## src/rtl/turret_sprite_fetch.sv

```systemverilog
// Turret sprite fetch: hit test against frame-shadowed sprite position,
// ROM address generation, and a two-strobe pipeline to the palette lookup.
module turret_sprite_fetch #(
    parameter int unsigned SPRITE_W = 32,
    parameter int unsigned SPRITE_H = 32,
    parameter int unsigned FRAMES   = 8
) (
    input  logic        Clk,
    input  logic        Reset_n,
    input  logic        pix_en,
    input  logic        frame_start,
    input  logic [9:0]  DrawX,
    input  logic [9:0]  DrawY,
    input  logic [9:0]  turret_x_in,
    input  logic [9:0]  turret_y_in,
    input  logic [2:0]  frame_sel_in,
    input  logic        turret_en_in,
    output logic [12:0] rom_addr,
    output logic        rom_rd,
    input  logic [7:0]  rom_data,
    output logic [7:0]  pal_index,
    output logic        pix_opaque,
    output logic [9:0]  pix_x,
    output logic [9:0]  pix_y
);

    localparam int unsigned CRD_W  = 10;
    localparam int unsigned DIFF_W = 11;
    localparam int unsigned FRM_W  = 3;
    localparam int unsigned ADDR_W = 13;
    localparam int unsigned PAL_W  = 8;
    localparam int unsigned COL_W  = $clog2(SPRITE_W);
    localparam int unsigned ROW_W  = $clog2(SPRITE_H);

    localparam logic [DIFF_W-1:0] SPR_W_D   = DIFF_W'(SPRITE_W);
    localparam logic [DIFF_W-1:0] SPR_H_D   = DIFF_W'(SPRITE_H);
    localparam logic [FRM_W:0]    FRAMES_D  = (FRM_W+1)'(FRAMES);
    localparam logic [FRM_W-1:0]  FRAME_MAX = FRM_W'(FRAMES - 1);

    // Shadowed sprite state (changes only on frame_start)
    logic [CRD_W-1:0]  sh_x_q, sh_x_d;
    logic [CRD_W-1:0]  sh_y_q, sh_y_d;
    logic [FRM_W-1:0]  sh_frame_q, sh_frame_d;
    logic              sh_en_q, sh_en_d;

    // Stage A registers
    logic              hit_a_q, hit_a_d;
    logic [CRD_W-1:0]  x_a_q, x_a_d;
    logic [CRD_W-1:0]  y_a_q, y_a_d;
    logic [ADDR_W-1:0] rom_addr_q, rom_addr_d;
    logic              rom_rd_q, rom_rd_d;

    // Stage B registers
    logic [PAL_W-1:0]  pal_q, pal_d;
    logic              opaque_q, opaque_d;
    logic [CRD_W-1:0]  x_b_q, x_b_d;
    logic [CRD_W-1:0]  y_b_q, y_b_d;

    // Hit-test intermediates
    logic [DIFF_W-1:0] dx_c, dy_c;
    logic              hit_c;
    logic [FRM_W-1:0]  frame_clamp_c;

    // Clip with 11-bit differences: no wrap from column 1023 back to 0
    always_comb begin
        dx_c  = {1'b0, DrawX} - {1'b0, sh_x_q};
        dy_c  = {1'b0, DrawY} - {1'b0, sh_y_q};
        hit_c = sh_en_q && (DrawX >= sh_x_q) && (DrawY >= sh_y_q)
                && (dx_c < SPR_W_D) && (dy_c < SPR_H_D);
        frame_clamp_c = ({1'b0, frame_sel_in} >= FRAMES_D) ? FRAME_MAX : frame_sel_in;
    end

    // Next-state for shadows and both pipeline stages
    always_comb begin
        sh_x_d     = sh_x_q;
        sh_y_d     = sh_y_q;
        sh_frame_d = sh_frame_q;
        sh_en_d    = sh_en_q;
        hit_a_d    = hit_a_q;
        x_a_d      = x_a_q;
        y_a_d      = y_a_q;
        rom_addr_d = rom_addr_q;
        rom_rd_d   = 1'b0;
        pal_d      = pal_q;
        opaque_d   = opaque_q;
        x_b_d      = x_b_q;
        y_b_d      = y_b_q;

        if (frame_start) begin
            sh_x_d     = turret_x_in;
            sh_y_d     = turret_y_in;
            sh_frame_d = frame_clamp_c;
            sh_en_d    = turret_en_in;
        end

        if (pix_en) begin
            hit_a_d = hit_c;
            x_a_d   = DrawX;
            y_a_d   = DrawY;
            if (hit_c) begin
                rom_addr_d = ADDR_W'({sh_frame_q, dy_c[ROW_W-1:0], dx_c[COL_W-1:0]});
                rom_rd_d   = 1'b1;
            end

            if (hit_a_q) begin
                pal_d    = rom_data;
                opaque_d = (rom_data != '0);
            end else begin
                pal_d    = '0;
                opaque_d = 1'b0;
            end
            x_b_d = x_a_q;
            y_b_d = y_a_q;
        end
    end

    // State registers with asynchronous clear
    always_ff @(posedge Clk or negedge Reset_n) begin
        if (!Reset_n) begin
            sh_x_q     <= '0;
            sh_y_q     <= '0;
            sh_frame_q <= '0;
            sh_en_q    <= 1'b0;
            hit_a_q    <= 1'b0;
            x_a_q      <= '0;
            y_a_q      <= '0;
            rom_addr_q <= '0;
            rom_rd_q   <= 1'b0;
            pal_q      <= '0;
            opaque_q   <= 1'b0;
            x_b_q      <= '0;
            y_b_q      <= '0;
        end else begin
            sh_x_q     <= sh_x_d;
            sh_y_q     <= sh_y_d;
            sh_frame_q <= sh_frame_d;
            sh_en_q    <= sh_en_d;
            hit_a_q    <= hit_a_d;
            x_a_q      <= x_a_d;
            y_a_q      <= y_a_d;
            rom_addr_q <= rom_addr_d;
            rom_rd_q   <= rom_rd_d;
            pal_q      <= pal_d;
            opaque_q   <= opaque_d;
            x_b_q      <= x_b_d;
            y_b_q      <= y_b_d;
        end
    end

    assign rom_addr   = rom_addr_q;
    assign rom_rd     = rom_rd_q;
    assign pal_index  = pal_q;
    assign pix_opaque = opaque_q;
    assign pix_x      = x_b_q;
    assign pix_y      = y_b_q;

endmodule

```

## config.mk

```make
export PLATFORM = sky130hd
export DESIGN_NAME = turret_sprite_fetch
export DESIGN_NICKNAME = d
export VERILOG_FILES = /design/src/rtl/turret_sprite_fetch.sv
export SDC_FILE = /design/constraint.sdc
export NUM_CORES = 1
export LEC_CHECK = 0
export BUFFER_PORTS_ARGS = -buffer_cell sky130_fd_sc_hd__buf_2
export CAP_MARGIN = 10
export CORE_UTILIZATION = 49
export DETAILED_ROUTE_END_ITERATION = 16
export PLACE_DENSITY = 0.76
export SYNTH_ARGS = -nofsm -noshare
export SYNTH_HDL_FRONTEND = slang
export SYNTH_SLANG_ARGS = --single-unit
```

## constraint.sdc

```tcl
create_clock -name Clk -period 2.9 [get_ports Clk]
set_clock_uncertainty 0.1 [all_clocks]
set_input_delay 0.145 -clock Clk [delete_from_list [all_inputs] [get_ports Clk]]
set_output_delay 0.145 -clock Clk [all_outputs]
set_load 0.01 [all_outputs]
```

==> results of run 1 <==
[where the power goes]
part / internal [mW] / switching, mW / total, mW
clock network: 0.662 / 0.440 / 1.10
registers: 1.33 / 0.0462 / 1.37
logic: 0.416 / 0.389 / 0.805
[flip-flops by register name, indices dropped and copies added, names as in the netlist]
signal      count
sh_en_q         1
pix_y          10
rom_rd          1
pix_x          10
pal_index       8
rom_addr       13
pix_opaque      1
sh_y_q         10
sh_frame_q      3
hit_a_q         1
y_a_q          10
x_a_q          10
sh_x_q         10
[Yosys cell counts (all sizes together) (2+ instances only)]
library cell and n:
dfrtp 88, mux2 59, inv 38, o21ai 31
nand2 24, ha 20, nand3 12, nor2 12
clkbuf 9, xnor2 7, o21a 6, a21oi 5
a21o 4, buf 4, mux2i 4, nor2b 4
nor4 4, a211oi 3, nand2b 3, nor3 3
a2111oi 2, a221oi 2, a31oi 2, and2 2
fa 2, nand3b 2, o211a 2, o211ai 2
o22ai 2, xor2 2
[what timing repair did]
item                                    CTS  global route
hold endpoints to repair                140             0
pin swaps                                 2             6
setup buffers                             0            14
hold buffers                             53             0
gates resized for setup                   7            34
endpoints found under the setup margin   10            13
[stage by stage]
stage,setup WS [ns],setup TNS [ns],std cells
2_1_floorplan,0.07303,0,376
3_3_place_gp,0.03684,0,583
3_5_place_dp,-0.08736,-0.7274,583
4_1_cts,0.006588,0,652
5_1_grt,-0.1378,-1.456,666
6_report,-0.01523,-0.07607,666
[cell type report]
class	count	area, sq um	share of cell area (%)
Sequential cell	88	2202	35.56
Multi-Input combinational cell	237	2202	35.56
Timing Repair Buffer	179	1250	20.19
Inverter	38	142.6	2.303
Tap cell	108	135.1	2.182
Clock buffer	11	131.4	2.122
Clock inverter	5	128.9	2.081
[cell families (layout without fill, tap and decap cells)]
group	after synthesis	after routing	share of synthesized area (%)
AOI/OAI and AO/OA	68	68	10.44
xor gates and xnor gates	9	9	1.813
adders and majority gates	22	22	6.674
buffers and inverters	51	233	4.574
DFF	88	88	50.63
muxes	63	63	16.71
and+or+nand+nor	75	75	9.149
[cell usage in the layout, fill, tap and decap left out, types with 3 or more instances in the layout]
cell / count
a21o_1: 4
a21oi_1: 5
buf_2: 97
buf_4: 27
bufinv_16: 4
clkbuf_8: 9
dfrtp_1: 88
dlygate4sd3_1: 53
ha_1: 5
ha_2: 4
ha_4: 11
inv_1: 36
mux2_2: 51
mux2_4: 8
mux2i_1: 4
nand2_1: 24
nand3_1: 11
nor2_1: 11
nor2b_1: 3
nor4_1: 3
o21a_1: 6
o21ai_0: 31
xnor2_1: 6
[routing by layer]
layer	vias to the layer above	routed length (um)
met2	122	5451
met1	1721	4450
met4	0	310
li1	1667	-
met5	-	0
met3	36	514
[worst paths after layout]
| check | end | slack (ns) |
|---|---|---|
| max | rom_addr[9]$_DFFE_PN0P_ | -0.02 |
| min | rom_addr[0]$_DFFE_PN0P_ | 0.09 |
| max reg2reg | rom_addr[9]$_DFFE_PN0P_ | -0.02 |
| min reg2reg | pix_y[7]$_DFFE_PN0P_ | 0.41 |
| max in group asynchronous | rom_addr[3]$_DFFE_PN0P_ | 1.51 |
| min in group asynchronous | x_a_q[7]$_DFFE_PN0P_ | 0.41 |
[critical path: cells and delay by family (launching register included)]
family                     cells  cell delay (ns)
adders and majority gates      2             0.55
buffers and inverters          3             0.41
muxes                          1             0.29
and+or+nand+nor                2             0.40
AOI/OAI and AO/OA              2             0.60
DFF                            1             0.37
xor gates and xnor gates       1             0.09
==> results.md, run 1 <==
- Vias in the first global route: 3383
- First-pass GRT wire length: 15.38 mm
- CORE AREA: 8636 sq um
- Max clock buf depth: 2
- Die area: 9256 sq um
- Total GRT Usage: 21.99%
- Largest stage delay on the critical path: 0.39 ns
- R2R cell count: 11
- DRT antenna net count: 0
- Largest cells by area after synthesis: dfrtp_1, mux2_2, ha_1, o21ai_0, inv_1
- Endpoints failing hold: 0
- Max Clock Freq: 343.0 MHz
- Sink Count: 88
- Met2 Use GR: 38.48%
- Cells after Synth: 376
- Initial antenna violation count: 0
- Die width: 96.21 um
- GR peak layer: met2
- Net count, final: 631
- Primary FF master, synth: dfrtp_1
- Post-synth ARST share: 100.0%
- Final Max Slew Viols: 0
- Seq/Total Area, Yosys: 50.63%
- Status: finished, violations left
- Htree depth: 3
- Max_cap viols: 0
- Worst Path Required: 3.05 ns
- Synth warn: 0
- VDD IR max: 0.3300 mV
- Count of state elements after synthesis: 88
- Vias per std cell: 5.324
- Detailed Place HPWL: 6.492 mm
- Root buf cell: clkbuf_8
- RSZ-0062 raised after global routing: yes
- Worst Setup Start Kind: flop
- Hold WS: 0.09010 ns
- Fin util: 71.70%
- Area added between synthesis and finish: 42.38%
- Hold Crit Start: DrawX[0]
- Grt met3 use: 5.845%
- Synthesized area per cell: 11.57 sq um
- First drt pass iteration count: 4
- # port buffers: 98
- Final worst-path setup slack: -0.01523 ns
- Setup crit end kind: flop
- Rows: 34
- N_diodes: 0
- Final setup viols: 7
- Relative slew slack: 24.68%
- Met1 Usage GRT: 26.19%
- Ports: 99
- Largest area contributor in the netlist: dfrtp_1
- Minimum clock period: 2.915 ns
- CTS clock-pin slew for the worst setup and hold paths: 0.09 ns
- Crit-path slowest cell: a221o_1
- Worst-Margin Slew: 1.130 ns
- Final worst path period share: 100.5%
- DRC Markers: 0
- Max FO, Critical Path: 7
- Initial Util: 50.36%
- CTS tree: done
- Worst skew pair latency: 0.36 ns
- Number of enable flip-flop cells after synthesis: 0
- R2R Path Start: sh_y_q[0]$_DFFE_PN0P_
- Syn_nets: 454
- Area post-placement: 5039 sq um
- Failing checks: negative setup slack
- Area share of the largest cell type after synthesis: 50.63%
- Layout cells sized above 1: 42.11%
- Vias: 3546
- Placer Congestion: 0.8876
- Mapped cell area: 4349 sq um
- CP Cell Sequence: ha_2 -> inv_2 -> fa_2 -> a221o_1 -> a31oi_4 -> xnor2_2 -> nor4_2 -> buf_4 -> nand4b_4 -> buf_12 -> mux2_4
- Crit Path Category: reg -> reg
- Pin count of the biggest net entering global routing: 89
- FILL cells: 622
- Total power: 3.280 mW
- WL/cell: 16.11 um
- Detailed Route WL: 10.73 mm
- Grt total ovfl: 0
- Crit. Startpoint: sh_y_q[0]$_DFFE_PN0P_
- Drt first-iter violations: 113
- Design Area, Final: 6192 sq um
- Worst Hold Depth: 4
- Crit path DAT: 3.06 ns
- Pwr dens: 529.6 nW/um^2
- Die H: 96.21 um
- Distinct cell type count after synthesis: 50
- Hold crit path type: in -> reg
- Inserted Clock Buffers: 9
- LEAKAGE: 2.971 nW
Power figures use the tool's default switching activity.
==> inputs of run 2 (changes only) <==
Settings changed: ABC_AREA set to 1, CELL_PAD_IN_SITES_DETAIL_PLACEMENT set to 2, CELL_PAD_IN_SITES_GLOBAL_PLACEMENT set to 2, CORE_UTILIZATION 49 to 28, PLACE_DENSITY 0.76 to not set, PLACE_DENSITY_LB_ADDON set to 0.1.
==> results.md, run 2 <==
- Most Frequent Cell on Critical Path: nand2_1
- Layout cells sized above 1: 18.71%
- RR Endpoint: rom_addr[5]$_DFFE_PN0P_
- Die width: 131.9 um
- Max FO, Critical Path: 11
- Sink Count: 88
- Worst Path Required: 3.03 ns
- DRC Markers: 0
- CP bufs+invs: 4
- Total power: 3.247 mW
- Distinct cell type count after synthesis: 28
- FILL cells: 1877
- N_diodes: 0
- Vias in the first global route: 4987
- Cell family with most CP delay: simple AND/OR/NAND/NOR gates
- # port buffers: 98
- Critical path depth in cells: 18
- DRT antenna net count: 0
- Detailed Route WL: 16.23 mm
- Inserted Clock Buffers: 9
- Grt met3 use: 2.730%
- Most common cell after layout, fill and taps aside: nand2_1
- LEAKAGE: 3.343 nW
- Area post-placement: 5418 sq um
- Seq. cell area: 2202 sq um
- R2R Path Start: sh_x_q[0]$_DFFE_PN0P_
- Ports: 99
- Met1 Usage GRT: 22.91%
- Most frequent cells after synthesis: nand2_1, inv_1, dfrtp_1, nand3_1, o21ai_0
- Rows: 47
- Max_cap viols: 0
- Hold Path Sink: y_a_q[1]$_DFFE_PN0P_
- Worst Setup Start Kind: input pin
- CTS clock-pin slew for the worst setup and hold paths: 0.07 ns
- Area share of the largest cell type after synthesis: 46.61%
- Cells after Synth: 609
- First-pass GRT wire length: 26.42 mm
- Count of state elements after synthesis: 88
- Crit Path Category: in -> reg
- Mapped cell area: 4725 sq um
- GR peak layer: met2
- Pwr dens: 522.7 nW/um^2
- Worst-Margin Slew: 0.8284 ns
- Drt first-iter violations: 109
- Status: finished, violations left
- Seq/Total Area, Yosys: 46.61%
- Total GRT Usage: 19.55%
- Final worst path period share: 94.59%
- Vias per std cell: 4.532
- Final setup viols: 0
- Largest cells by area after synthesis: dfrtp_1, nand2_1, inv_1, ha_1, nand3_1
- Worst skew pair latency: 0.34 ns
- Max Clock Freq: 364.5 MHz
- Crit path DAT: 2.88 ns
- Initial antenna violation count: 0
- Crit. Startpoint: DrawY[0]
- Pin count of the biggest net entering global routing: 92
- Met2 Use GR: 36.63%
- Synth warn: 0
- Initial Util: 28.59%
- Post-synth ARST share: 100.0%
- First drt pass iteration count: 4
- Crit-path slowest cell: dlygate4sd3_1
- Failing checks: negative hold slack
- Detailed Place HPWL: 11.95 mm
- Most numerous cell in the Yosys netlist: nand2_1
- Hold WS: -0.003650 ns
- Endpoints failing hold: 1
- Area added between synthesis and finish: 31.49%
- Net count, final: 833
- Design Area, Final: 6212 sq um
- Number of flip-flops in the largest register: 13
- Grt total ovfl: 0
- Final Max Slew Viols: 0
- Die area: 17400 sq um
- Final worst-path setup slack: 0.1568 ns
- Largest area contributor in the netlist: dfrtp_1
- WL/cell: 16.58 um
- Vias: 4437
- CORE AREA: 16520 sq um
- Max clock buf depth: 2
- Root buf cell: clkbuf_16
- CP Cell Sequence: dlygate4sd3_1 -> buf_2 -> inv_1 -> ha_1 -> inv_1 -> fa_1 -> nand2_1 -> nand2_1 -> nand3_2 -> nand3b_1 -> nand2_1 -> nand2_1 -> nor2_1 -> nand3_2 -> nor2_4 -> nand2_4 -> nand2_1 -> nand2_1
- CTS tree: done
- Hold Crit Start: DrawY[1]
- Placer Congestion: 0.8272
- VDD IR max: 0.3019 mV
- Number of enable flip-flop cells after synthesis: 0
- Hold crit path type: in -> reg
- Relative slew slack: 44.77%
- Worst Hold Depth: 3
- Syn_nets: 687
- Commonest non-fill, non-tap cells in the layout: nand2_1, inv_1, buf_2
- Largest stage delay on the critical path: 0.53 ns
- Setup crit end kind: flop
- R2R cell count: 16
- Minimum clock period: 2.743 ns
- Htree depth: 3
- Final TNS setup: 0 ns
- Worst reg-to-reg setup slack: 0.32 ns
- Synthesized area per cell: 7.758 sq um
- Die H: 131.9 um
- Setup Slack @ Placement: 0.2421 ns
- Multi-input logic area: 1991 sq um
- Primary FF master, synth: dfrtp_1
## run 2: cell families after synthesis
family / count (synthesis) / synth area share [%]
AO/OA/AOI/OAI: 79 / 8.633
adder cells (fa/ha/maj): 22 / 6.144
buffers and inverters: 135 / 11.36
XOR/XNOR: 6 / 1.112
flip-flops: 88 / 46.61
multiplexers: 8 / 1.907
AND/OR/NAND/NOR: 271 / 24.23
## run 2: per-layer routing
metal / up-vias / wire length, um
met2: 74 / 8667
met5: - / 0
met4: 0 / 237
met3: 13 / 395
met1: 2176 / 6929
li1: 2174 / -
## run 2: repair_timing
item,in CTS,in global routing
setup buffers,0,5
setup endpoints to repair,0,10
hold buffers,48,0
endpoints found under the hold margin,90,0
gates resized for setup,0,1
## run 2: area by class of cell
type	count	share of cell area, %
Inverter	115	6.949
Tap cell	220	4.431
Multi-Input combinational cell	386	32.04
Timing Repair Buffer	155	16.76
Sequential cell	88	35.45
Clock buffer	11	3.907
Clock inverter	4	0.4632
## run 2: worst max-delay path by stage
| stage | end | slack, ns |
|---|---|---|
| after CTS | rom_addr[5]$_DFFE_PN0P_ | 0.06 |
| final | rom_addr[5]$_DFFE_PN0P_ | 0.16 |
| after global placement | rom_addr[8]$_DFFE_PN0P_ | 0.42 |
| after floorplan | rom_addr[0]$_DFFE_PN0P_ | 0.73 |
| after global routing | rom_addr[5]$_DFFE_PN0P_ | -0.02 |
| after detailed placement | rom_addr[5]$_DFFE_PN0P_ | 0.24 |
## run 2: worst register-to-register path, stage by stage, from the launching register on
cell	delay, ns
dfrtp_1	0.39
ha_1	0.21
fa_1	0.42
inv_1	0.09
nand3_1	0.08
nand2_2	0.12
nand2_1	0.08
nand2_1	0.07
nand2_1	0.06
nand2_1	0.09
nand2_1	0.06
inv_1	0.06
nand3_2	0.10
nor2_4	0.24
nand2_4	0.14
nand2_1	0.10
nand2_1	0.06
## run 2: per-stage QoR
step           util, %  cells
2_1_floorplan        -    609
3_3_place_gp     32.79    911
3_5_place_dp     32.79    911
4_1_cts          37.34    974
5_1_grt          37.59    979
6_report         37.59    979
## run 2: power breakdown
group / switching (mW) / internal (mW) / total, mW
Sequential: 0.0379 / 1.32 / 1.35
Clock: 0.514 / 0.602 / 1.12
Combinational: 0.489 / 0.287 / 0.777
Total: 1.04 / 2.21 / 3.25
